`src/rtl/ysyx_wbu_rob.sv`:
```
// In-order writeback/retire buffer in front of the register file: allocates per dispatch,
// accepts out-of-order completions, retires one entry per cycle and flushes on a retired mispredict.
module ysyx_wbu_rob #(
  parameter int REG_ADDR_W = 4,
  parameter int XLEN       = 32,
  parameter int DEPTH      = 4,
  parameter int TAG_W      = 2
) (
  input  logic                  clock,
  input  logic                  reset,
  input  logic                  disp_valid,
  output logic                  disp_ready,
  input  logic [REG_ADDR_W-1:0] disp_rd,
  input  logic [XLEN-1:0]       disp_pc,
  output logic [TAG_W-1:0]      disp_tag,
  input  logic                  cmpl_valid,
  input  logic [TAG_W-1:0]      cmpl_tag,
  input  logic [XLEN-1:0]       cmpl_data,
  input  logic                  cmpl_mispredict,
  input  logic [XLEN-1:0]       cmpl_npc,
  output logic                  reg_write_en,
  output logic [REG_ADDR_W-1:0] waddr,
  output logic [XLEN-1:0]       wdata,
  output logic                  retire_valid,
  output logic [XLEN-1:0]       retire_pc,
  output logic                  bad_speculation,
  output logic [XLEN-1:0]       redirect_pc,
  output logic [TAG_W:0]        occupancy
);

  // Handshakes: an instruction is allocated on a clock edge where disp_valid & disp_ready are both
  // high; completions have no backpressure and are simply dropped when their entry is not PENDING.

  typedef enum logic [1:0] {
    ST_EMPTY   = 2'd0,
    ST_PENDING = 2'd1,
    ST_DONE    = 2'd2
  } entry_state_t;

  localparam logic [TAG_W:0] FULL_COUNT = (TAG_W + 1)'(DEPTH);

  entry_state_t          state_q [DEPTH];
  entry_state_t          state_d [DEPTH];
  logic [REG_ADDR_W-1:0] rd_q    [DEPTH];
  logic [XLEN-1:0]       pc_q    [DEPTH];
  logic [XLEN-1:0]       data_q  [DEPTH];
  logic [XLEN-1:0]       npc_q   [DEPTH];
  logic                  mis_q   [DEPTH];

  logic [TAG_W-1:0] head_q, head_d;
  logic [TAG_W-1:0] tail_q, tail_d;
  logic [TAG_W:0]   count_q, count_d;

  logic do_disp;
  logic do_cmpl;
  logic head_done;
  logic head_flush;

  assign head_done  = (state_q[head_q] == ST_DONE);
  assign head_flush = head_done & mis_q[head_q];
  // A retiring mispredict blocks dispatch so nothing can be allocated into a buffer about to be cleared.
  assign disp_ready = (count_q < FULL_COUNT) & ~bad_speculation & ~head_flush;
  assign do_disp    = disp_valid & disp_ready;
  assign do_cmpl    = cmpl_valid & ~bad_speculation & (state_q[cmpl_tag] == ST_PENDING);
  assign disp_tag   = tail_q;
  assign occupancy  = count_q;

  always_comb begin
    for (int i = 0; i < DEPTH; i++) state_d[i] = state_q[i];
    head_d  = head_q;
    tail_d  = tail_q;
    count_d = count_q;
    if (do_cmpl) state_d[cmpl_tag] = ST_DONE;
    if (do_disp) begin
      state_d[tail_q] = ST_PENDING;
      tail_d          = tail_q + TAG_W'(1);
    end
    if (head_done) begin
      state_d[head_q] = ST_EMPTY;
      head_d          = head_q + TAG_W'(1);
    end
    if (do_disp && !head_done) count_d = count_q + (TAG_W + 1)'(1);
    else if (!do_disp && head_done) count_d = count_q - (TAG_W + 1)'(1);
    if (head_flush) begin
      for (int i = 0; i < DEPTH; i++) state_d[i] = ST_EMPTY;
      head_d  = '0;
      tail_d  = '0;
      count_d = '0;
    end
  end

  always_ff @(posedge clock) begin
    if (reset) begin
      for (int i = 0; i < DEPTH; i++) state_q[i] <= ST_EMPTY;
      head_q  <= '0;
      tail_q  <= '0;
      count_q <= '0;
    end else begin
      for (int i = 0; i < DEPTH; i++) state_q[i] <= state_d[i];
      head_q  <= head_d;
      tail_q  <= tail_d;
      count_q <= count_d;
    end
  end

  // Payload needs no reset: it is only read once its entry state says it was written.
  always_ff @(posedge clock) begin
    if (do_disp) begin
      rd_q[tail_q] <= disp_rd;
      pc_q[tail_q] <= disp_pc;
    end
    if (do_cmpl) begin
      data_q[cmpl_tag] <= cmpl_data;
      mis_q[cmpl_tag]  <= cmpl_mispredict;
      npc_q[cmpl_tag]  <= cmpl_npc;
    end
  end

  always_ff @(posedge clock) begin
    if (reset) begin
      reg_write_en    <= 1'b0;
      waddr           <= '0;
      wdata           <= '0;
      retire_valid    <= 1'b0;
      retire_pc       <= '0;
      bad_speculation <= 1'b0;
      redirect_pc     <= '0;
    end else begin
      reg_write_en    <= head_done && (rd_q[head_q] != '0);
      retire_valid    <= head_done;
      bad_speculation <= head_flush;
      if (head_done) begin
        waddr     <= rd_q[head_q];
        wdata     <= data_q[head_q];
        retire_pc <= pc_q[head_q];
      end
      if (head_flush) redirect_pc <= npc_q[head_q];
    end
  end

endmodule

```
`config.mk`:
```
export PLATFORM = sky130hd
export DESIGN_NAME = ysyx_wbu_rob
export DESIGN_NICKNAME = d
export VERILOG_FILES = /design/src/rtl/ysyx_wbu_rob.sv
export SDC_FILE = /design/constraint.sdc
export NUM_CORES = 1
export LEC_CHECK = 0
export BUFFER_PORTS_ARGS = -buffer_cell sky130_fd_sc_hd__buf_2
export CAP_MARGIN = 20
export CORE_MARGIN = 2
export CORE_UTILIZATION = 40
export CTS_CLUSTER_SIZE = 14
export DETAILED_ROUTE_END_ITERATION = 12
export PLACE_DENSITY = 0.61
export SYNTH_ARGS = -nofsm -noshare
export SYNTH_HDL_FRONTEND = slang
export SYNTH_SLANG_ARGS = --single-unit
```
`constraint.sdc`:
```
create_clock -name clock -period 18.4 [get_ports clock]
set_clock_uncertainty 0.1 [all_clocks]
set_input_delay 3.68 -clock clock [delete_from_list [all_inputs] [get_ports clock]]
set_output_delay 3.68 -clock clock [all_outputs]
set_load 0.02 [all_outputs]
```
==> results_dict.tcl, run 1 <==
set metrics [dict create \
    synthesis.area_um2 18900 \
    hpwl_um 23000 \
    area_delta_synth_final_pct 18.4 \
    io_pins 216 \
    nets 1357 \
    power_mw 2.55 \
    rsz0062_at_grt "false" \
    root_buffer "clkbuf_16" \
    synth_common_cells "edfxtp_1 (404), nand2_1 (146), dfxtp_1 (120)" \
    crit_arrival_ns 2.43 \
    clk_latency_ns 0.60 \
    wl_per_cell_um 20.6 \
    layout-drive-gt1-share 0.344 \
    fin_crit_ns 6.21 \
    cp_data_required_time_ns 14.62 \
    dieArea_um2 49000 \
    avgSynthCellArea_um2 18.7 \
    max_freq_mhz 161 \
    synth_edf_count 404 \
    place_ws_ns 12.30 \
    vias 9534 \
    grt-ovfl-total 0 \
    grt_pass1_wl_um 59400 \
    leakage_nw 7.63 \
    async_flop_share 0 \
    synth.most_common_cell "edfxtp_1" \
    vias_per_cell 5.03 \
    wl_um 39000 \
    rows 79 \
    p_per_area_nw_per_um2 114 \
    fp.dieH_um 221 \
    grt_max_degree 79 \
    critical_path_class "reg -> out" \
    fin_setup_tns_ns 0 \
    synthCells 1008 \
    grt_pass1_vias 9671 \
    crit_path_max_fanout 13 \
    antenna_found_initial 10 \
    synth_area_leaders "edfxtp_1 (64%), dfxtp_1 (13%), mux4_2 (12%)" \
    dr.pass1.iters 4 \
    port_buffers 215 \
    start_util 0.406 \
    cts_inserted_buffers 54 \
    postCtsSetupBuffers 0 \
    synth_flop_cell "edfxtp_1" \
    cts_tree "yes" \
    finalHoldViolCount 0 \
    final-max-slew-violation-count 0 \
    antenna_left 0 \
    finalCritPeriodShare 0.337 \
    yosys.area.top_type "edfxtp_1" \
    grt_usage 0.159 \
    clock_path_buffers 3 \
    chipWidth_um 221 \
    drt_iter0_markers 550 \
    tightest_slew_ns 1.05 \
    clk_pin_slew_ns 0.06 \
    setup_violations 0 \
    hp-class "reg -> reg" \
    setup_ws_ns 12.19 \
    core_area_um2 46600 \
    vdd_drop_max_mv 0.0843 \
    relSlewSlack 0.300 \
    htree_levels 2 \
    ys_ff_latch 524 \
    ys_seq_area_frac 0.770 \
    clkSinkCount 524 \
    ys_types 34 \
    end_kind "output pin" \
    status "completed" \
    yosysWarningCount 0 \
    hold_buffers 0 \
    maxCapViolCount 0 \
    start_kind "flip-flop" \
    synth_nets 1125 \
    cts_resized 0 \
    synth.top_cell.area_share 0.642 \
    drcViolationCount 0 \
    gp_congestion 0.710 \
]
[critical path, stage by stage, from the launching register on]
cell and delay, ns:
dfxtp_1 0.57, mux4_2 0.76, a211oi_2 0.30, buf_2 0.20
[metal layers]
| layer | global-route usage | part of all wire | vias up | wire length (µm) |
|---|---|---|---|---|
| met1 | 0.209 | 0.43 | 4838 | 16700 |
| li1 | - | - | 4408 | - |
| met3 | 0.0390 | 0.056 | 57 | 2170 |
| met5 | 0 | 0.0018 | - | 69 |
| met4 | 0.0520 | 0.018 | 12 | 684 |
| met2 | 0.261 | 0.50 | 219 | 19400 |
[area by class of cell]
type / instances / area [µm²]
multi-input cells: 421 / 4090
inverters: 8 / 32.5
repair buffers: 231 / 1200
flip-flops and latches: 524 / 14500
diodes: 3 / 7.51
clock inverters: 26 / 165
fillers: 3938 / 24200
well taps: 607 / 759
clock buffers: 75 / 1570
[path summary, 6_finish.rpt]
path / start / end / slack, ns / depth (start not counted)
setup / recovery: flip-flop / disp_ready / 12.19 / 3
hold / removal: retire_pc[7]$_SDFFE_PP0N_ / retire_pc[7]$_SDFFE_PP0N_ / 0.35 / 2
setup reg to reg: flip-flop / occupancy[2]$_SDFFE_PP0P_ / 14.99 / 9
hold reg to reg: retire_pc[7]$_SDFFE_PP0N_ / retire_pc[7]$_SDFFE_PP0N_ / 0.35 / 2
[cells by family (layout without fill, tap and decap cells)]
logic type / after synthesis / in the layout / share of synthesized area
adder cells (fa/ha/maj): 10 / 10 / 0.00702
AND/OR/NAND/NOR: 184 / 184 / 0.0402
buffers and inverters: 63 / 340 / 0.0168
AO/OA/AOI/OAI: 120 / 120 / 0.0423
other: 0 / 3 / 0
XOR/XNOR: 4 / 4 / 0.00186
flip-flops: 524 / 524 / 0.770
multiplexers: 103 / 103 / 0.122
[where the power goes]
group | switching (mW) | internal [mW] | leakage (nW) | total, mW
combinational | 0.0917 | 0.0559 | 2.14 | 0.148
sequential | 0.0170 | 1.33 | 4.63 | 1.35
clock | 0.440 | 0.609 | 0.862 | 1.05
total | 0.549 | 2.00 | 7.63 | 2.55
[cells in the final DEF (no fill, tap or decap), types with 12 or more instances in the layout]
cell type / synthesis / final
a21oi_1: 66 / 64
clkbuf_8: 0 / 12
a22o_1: 32 / 32
edfxtp_1: 404 / 404
clkbuf_16: 0 / 55
buf_4: 2 / 17
mux4_2: 102 / 101
nor2_1: 16 / 16
buf_2: 27 / 214
dfxtp_1: 120 / 118
nand2_1: 146 / 146
[registers in the layout, summed over array words and instances (netlist names), named ones only]
signal and cells:
occupancy 3, pc_q 128, waddr 4, mis_q 4, retire_valid 1, npc_q 128, state_q 8, wdata 32
redirect_pc 32, head_q 2, retire_pc 32, bad_speculation 1, data_q 128, disp_tag 2, rd_q 16, reg_write_en 1
[through the flow]
step                      hold slack [ns]   util  cells  cell area [µm²]
after floorplan                     0.358      -   1008            18900
after global placement              0.341  0.443   1791            20600
after detailed placement            0.345  0.443   1791            20600
after CTS                           0.353  0.480   1892            22400
after global routing                0.370  0.480   1894            22400
final                               0.352  0.480   1895            22400
(Power assumes the default switching activity.)
==> inputs of run 2 (changes only) <==
Settings changed: ABC_AREA from default to 1.
Clock period 18.4 ns to 6.1 ns, I/O delays scaled along.
==> run 2 against run 1 <==
Via count up 29%. First-iteration DRC count up 79%. Core utilization down 0.54 points. Worst hold slack worse by 0.0011 ns. Global-route usage up 1.5 points. Clock power rose to 3.1 times the previous value. Synthesized cell count up 53%. Die area up 2.8%. Critical path type unchanged. Largest cell class unchanged. Largest power group unchanged.
==> results_dict.tcl, run 2 <==
set metrics [dict create \
    ys_seq_area_frac 0.749 \
    final_area_um2 22700 \
    holdPathStages 2 \
    final_util 0.475 \
    final_cells 2401 \
    synth_edf_count 404 \
    r2r_slack_ns 3.08 \
    vdd_drop_max_mv 0.254 \
    ys_ff_latch 524 \
    reg_top3 "data_q (128), npc_q (128), pc_q (128)" \
    relSlewSlack 0.280 \
    root_buffer "clkbuf_16" \
    maxCapViolCount 0 \
    min_to "redirect_pc[2]$_SDFFE_PP0P_" \
    start_util 0.406 \
    start_kind "flip-flop" \
    yosysWarningCount 0 \
    postCtsSetupBuffers 0 \
    dr.pass1.iters 4 \
    synth.most_common_cell "edfxtp_1" \
    grt_usage 0.174 \
    hpwl_um 25100 \
    hold_ws_ns 0.351 \
    grt_pass1_vias 11858 \
    async_flop_share 0 \
    cts_tree "yes" \
    dieArea_um2 50300 \
    fp.dieH_um 224 \
    layout-drive-gt1-share 0.188 \
    layout_commonest_cell "edfxtp_1" \
    fin_setup_tns_ns 0 \
    dpl.cell_count 2299 \
    clkSinkCount 524 \
    crit_path_max_fanout 13 \
    synth_nets 1663 \
    wl_um 44800 \
    cts_resized 0 \
    finalCritPeriodShare 0.565 \
    synthCells 1546 \
    fin_crit_ns 3.45 \
    leakage_nw 8.59 \
    grt_max_degree 147 \
    cp_data_required_time_ns 4.78 \
    rsz0062_at_grt "false" \
    place_ws_ns 2.40 \
    clock_path_buffers 3 \
    chipWidth_um 224 \
    wl_per_cell_um 18.7 \
    grt-ovfl-total 0 \
    synth_common_cells "edfxtp_1 (404), nor2_1 (288), o21ai_0 (194)" \
    clk_latency_ns 0.60 \
    p_per_area_nw_per_um2 338 \
    nets 1857 \
    synth.top_cell.area_share 0.625 \
    rows 80 \
    fillCellCount 4233 \
    core_area_um2 47800 \
    end_kind "output pin" \
    synthesis.area_um2 19400 \
    power_mw 7.69 \
    port_buffers 215 \
    grt_pass1_wl_um 67500 \
    area_delta_synth_final_pct 17.1 \
    setup_ws_ns 2.65 \
    avgSynthCellArea_um2 12.6 \
    drt_iter0_markers 982 \
    synth_flop_cell "edfxtp_1" \
    layout_common_cells "edfxtp_1 (404), nor2_1 (288), buf_2 (215)" \
    tightest_slew_ns 1.08 \
    crit_arrival_ns 2.13 \
    drcViolationCount 0 \
    hold_buffers 0 \
    synth_area_leaders "edfxtp_1 (62%), dfxtp_1 (12%), nor2_1 (5.6%)" \
    io_pins 216 \
    reg2regPathDepth 9 \
    placed_cell_area_um2 20900 \
    max_freq_mhz 290 \
    status "completed" \
    ys_types 32 \
    final-max-slew-violation-count 0 \
    min_from "redirect_pc[2]$_SDFFE_PP0P_" \
    critical_path_class "reg -> out" \
    vias 12325 \
    setup_violations 0 \
    hp-class "reg -> reg" \
    htree_levels 2 \
    vias_per_cell 5.13 \
    antenna_found_initial 6 \
    yosys.area.top_type "edfxtp_1" \
    clk_pin_slew_ns 0.06 \
    cts_inserted_buffers 53 \
    r2r_end "redirect_pc[25]$_SDFFE_PP0P_" \
    antenna_left 0 \
    gp_congestion 0.725 \
    finalHoldViolCount 0 \
]
-- run 2: worst max path at each step --
stage / endpoint / slack, ns / cells past startpoint
floorplan: data_q[1][0]$_DFFE_PP_ / 2.43 / 7
global placement: data_q[0][16]$_DFFE_PP_ / 2.45 / 8
detailed placement: data_q[3][17]$_DFFE_PP_ / 2.40 / 8
CTS: disp_ready / 2.60 / 7
global route: disp_ready / 2.47 / 8
finish: disp_ready / 2.65 / 8
-- run 2: where the power goes --
part | internal (mW) | total [mW] | switching [mW]
sequential | 4.01 | 4.06 | 0.0446
combinational | 0.120 | 0.409 | 0.289
clock | 1.89 | 3.22 | 1.33
total | 6.03 | 7.69 | 1.66
-- run 2: logic make-up (layout without fill, tap and decap cells) --
kind of cell / Yosys count / count (layout) / share of synthesized area
muxes: 1 / 1 / 0.000516
buffers and inverters: 144 / 382 / 0.0336
other: 0 / 2 / 0
xor gates and xnor gates: 2 / 2 / 0.000902
DFF: 524 / 524 / 0.749
and+or+nand+nor: 479 / 479 / 0.0964
adders and majority gates: 10 / 10 / 0.00683
AOI/OAI and AO/OA: 386 / 386 / 0.113
-- run 2: per-layer routing --
| metal | vias up | global-route usage | part of all wire |
|---|---|---|---|
| met5 | - | 0 | 0.0011 |
| met4 | 8 | 0.0585 | 0.025 |
| met2 | 309 | 0.295 | 0.49 |
| li1 | 5922 | - | - |
| met3 | 87 | 0.0355 | 0.052 |
| met1 | 5999 | 0.225 | 0.43 |
-- run 2: worst max-delay path: stages (launching register included) --
cell	delay, ns
dfxtp_1	0.60
inv_2	0.21
nand2_1	0.11
nand3_1	0.08
nand2_2	0.11
nand3_4	0.13
nand2_1	0.09
inv_1	0.04
buf_2	0.15
-- run 2: cell type report --
cell class                 instances  area, µm²  area share
multi-input combinational        878       4230       0.186
antenna                            2       5.00    0.000220
tap                              615        769      0.0339
sequential                       524      14500       0.640
clock inverter                    27        293      0.0129
clock buffer                      72       1460      0.0642
inverter                          50        203     0.00892
timing repair buffer             233       1230      0.0542
==> inputs of run 3 (changes only) <==
Settings changed: PLACE_DENSITY 0.61 to 0.63.
Clock period 6.1 ns to 2.96 ns, I/O delays scaled along.
==> run 3 against run 2 <==
Critical path depth unchanged. Count of clock-buffer cells in the layout increased by 3. Highest routed layer unchanged. Clock power grew 110%. Setup slack got worse by 2.3 ns. First-iteration DRC count up 9.0%. Sequential share of layout area down 0.82 points. Worst hold slack got worse by 0.25 ns. Final cell count increased by 0.54%. Cell area up 1.3%.
==> results_dict.tcl, run 3 (synthesis results as in run 2) <==
set metrics [dict create \
    maxCapViolCount 0 \
    register_area_um2 14500 \
    final_util 0.481 \
    fillCellCount 4216 \
    wl_per_cell_um 19.0 \
    grt-ovfl-total 0 \
    postCtsSetupBuffers 0 \
    crit_family "simple AND/OR/NAND/NOR gates" \
    layout-drive-gt1-share 0.194 \
    crit_arrival_ns 1.96 \
    clkSinkCount 524 \
    grt_pass1_vias 12236 \
    vdd_drop_max_mv 0.400 \
    gp_congestion 0.778 \
    layout_commonest_cell "edfxtp_1" \
    crit_path_max_fanout 13 \
    tightest_slew_ns 0.833 \
    finalCritPeriodShare 0.895 \
    root_buffer "clkbuf_16" \
    dr.pass1.iters 7 \
    max_freq_mhz 377 \
    antenna_found_initial 16 \
    reg_top3 "data_q (128), npc_q (128), pc_q (128)" \
    fin_crit_ns 2.65 \
    final-max-slew-violation-count 0 \
    grt_max_degree 115 \
    cp_num_buf_inv 3 \
    cts_inserted_buffers 53 \
    start_kind "flip-flop" \
    relSlewSlack 0.445 \
    cp_data_required_time_ns 2.27 \
    vias 12473 \
    htree_levels 2 \
    fin_setup_tns_ns 0 \
    multi_input_area_um2 4230 \
    power_mw 16.0 \
    dieArea_um2 50300 \
    antenna_left 0 \
    port_buffers 215 \
    start_util 0.406 \
    crit_top_cell "nand2_1" \
    slowest_delay_ns 0.48 \
    hpwl_um 26600 \
    vias_per_cell 5.17 \
    cts_resized 0 \
    grt_pass1_wl_um 69800 \
    chipWidth_um 224 \
    finalHoldViolCount 0 \
    drt_iter0_markers 1070 \
    rows 80 \
    end_kind "output pin" \
    crit_chain "inv_2 -> nand2_1 -> nand3_1 -> nand2_2 -> nand3_4 -> nand2_1 -> inv_1 -> buf_2" \
    grt_usage 0.180 \
    wl_um 45800 \
    critical_path_class "reg -> out" \
    fp.dieH_um 224 \
    leakage_nw 8.66 \
    io_pins 216 \
    clock_path_buffers 3 \
    hold_buffers 0 \
    cts_tree "yes" \
    rsz0062_at_grt "false" \
    clk_pin_slew_ns 0.06 \
    core_area_um2 47800 \
    hp-class "in -> reg" \
    status "completed" \
    cp_slowest_cell "dfxtp_2" \
    p_per_area_nw_per_um2 693 \
    nets 1866 \
    drcViolationCount 0 \
    setup_violations 0 \
    layout_common_cells "edfxtp_1 (404), nor2_1 (288), buf_2 (215)" \
    area_delta_synth_final_pct 18.6 \
    clk_latency_ns 0.60 \
]
## run 3: cell types whose count changed in the layout (fill, tap and decap cells not counted), sizes merged
cell / change
buf: +9
bufinv: -1
clkbuf: +3
clkinv: -9
clkinvlp: +4
diode: +4
inv: +3
## run 3: path summary, 6_finish.rpt
| kind | start | end | slack, ns | cells past startpoint |
|---|---|---|---|---|
| worst min register to register | redirect_pc[24]$_SDFFE_PP0P_ | redirect_pc[24]$_SDFFE_PP0P_ | 0.35 | 2 |
| worst max-delay path | flip-flop | disp_ready | 0.31 | 8 |
| worst min-delay path | cmpl_data[3] | data_q[2][3]$_DFFE_PP_ | 0.10 | 1 |
| worst max register to register | flip-flop | occupancy[2]$_SDFFE_PP0P_ | 0.49 | 13 |
## run 3: cell type report
cell class	instances	area share
Sequential cell	524	0.631
Multi-Input combinational cell	878	0.184
Clock buffer	75	0.0660
Timing Repair Buffer	242	0.0642
Tap cell	615	0.0334
Clock inverter	24	0.0114
Inverter	50	0.00924
Antenna cell	6	0.000652
## run 3: per-stage QoR
stage	cell area, µm²	instances	hold WS (ns)	worst slack, ns
floorplan	19400	1546	0.341	0.318
global placement	21200	2309	0.342	0.378
detailed placement	21200	2309	0.346	0.299
CTS	23000	2408	0.0675	0.0669
global route	23000	2412	0.0837	0.127
finish	23000	2414	0.102	0.310
## run 3: worst register-to-register path: cells and delay by family (launching register included)
family	cells	cell delay (ns)
simple gates	5	0.60
xor+xnor	1	0.14
buf+inv	3	0.31
compound gates	2	0.24
fa+ha+maj	2	0.51
flops	1	0.48
## run 3: layer usage
| layer | wire, µm | track usage | up-vias |
|---|---|---|---|
| met4 | 979 | 0.0553 | 22 |
| met5 | 127 | 0 | - |
| met1 | 19900 | 0.232 | 6079 |
| li1 | - | - | 5958 |
| met3 | 2770 | 0.0452 | 93 |
| met2 | 22000 | 0.300 | 321 |
## run 3: power breakdown
part | internal, mW | total [mW] | switching, mW
sequential | 8.26 | 8.36 | 0.0918
combinational | 0.281 | 0.888 | 0.606
clock | 3.94 | 6.72 | 2.78
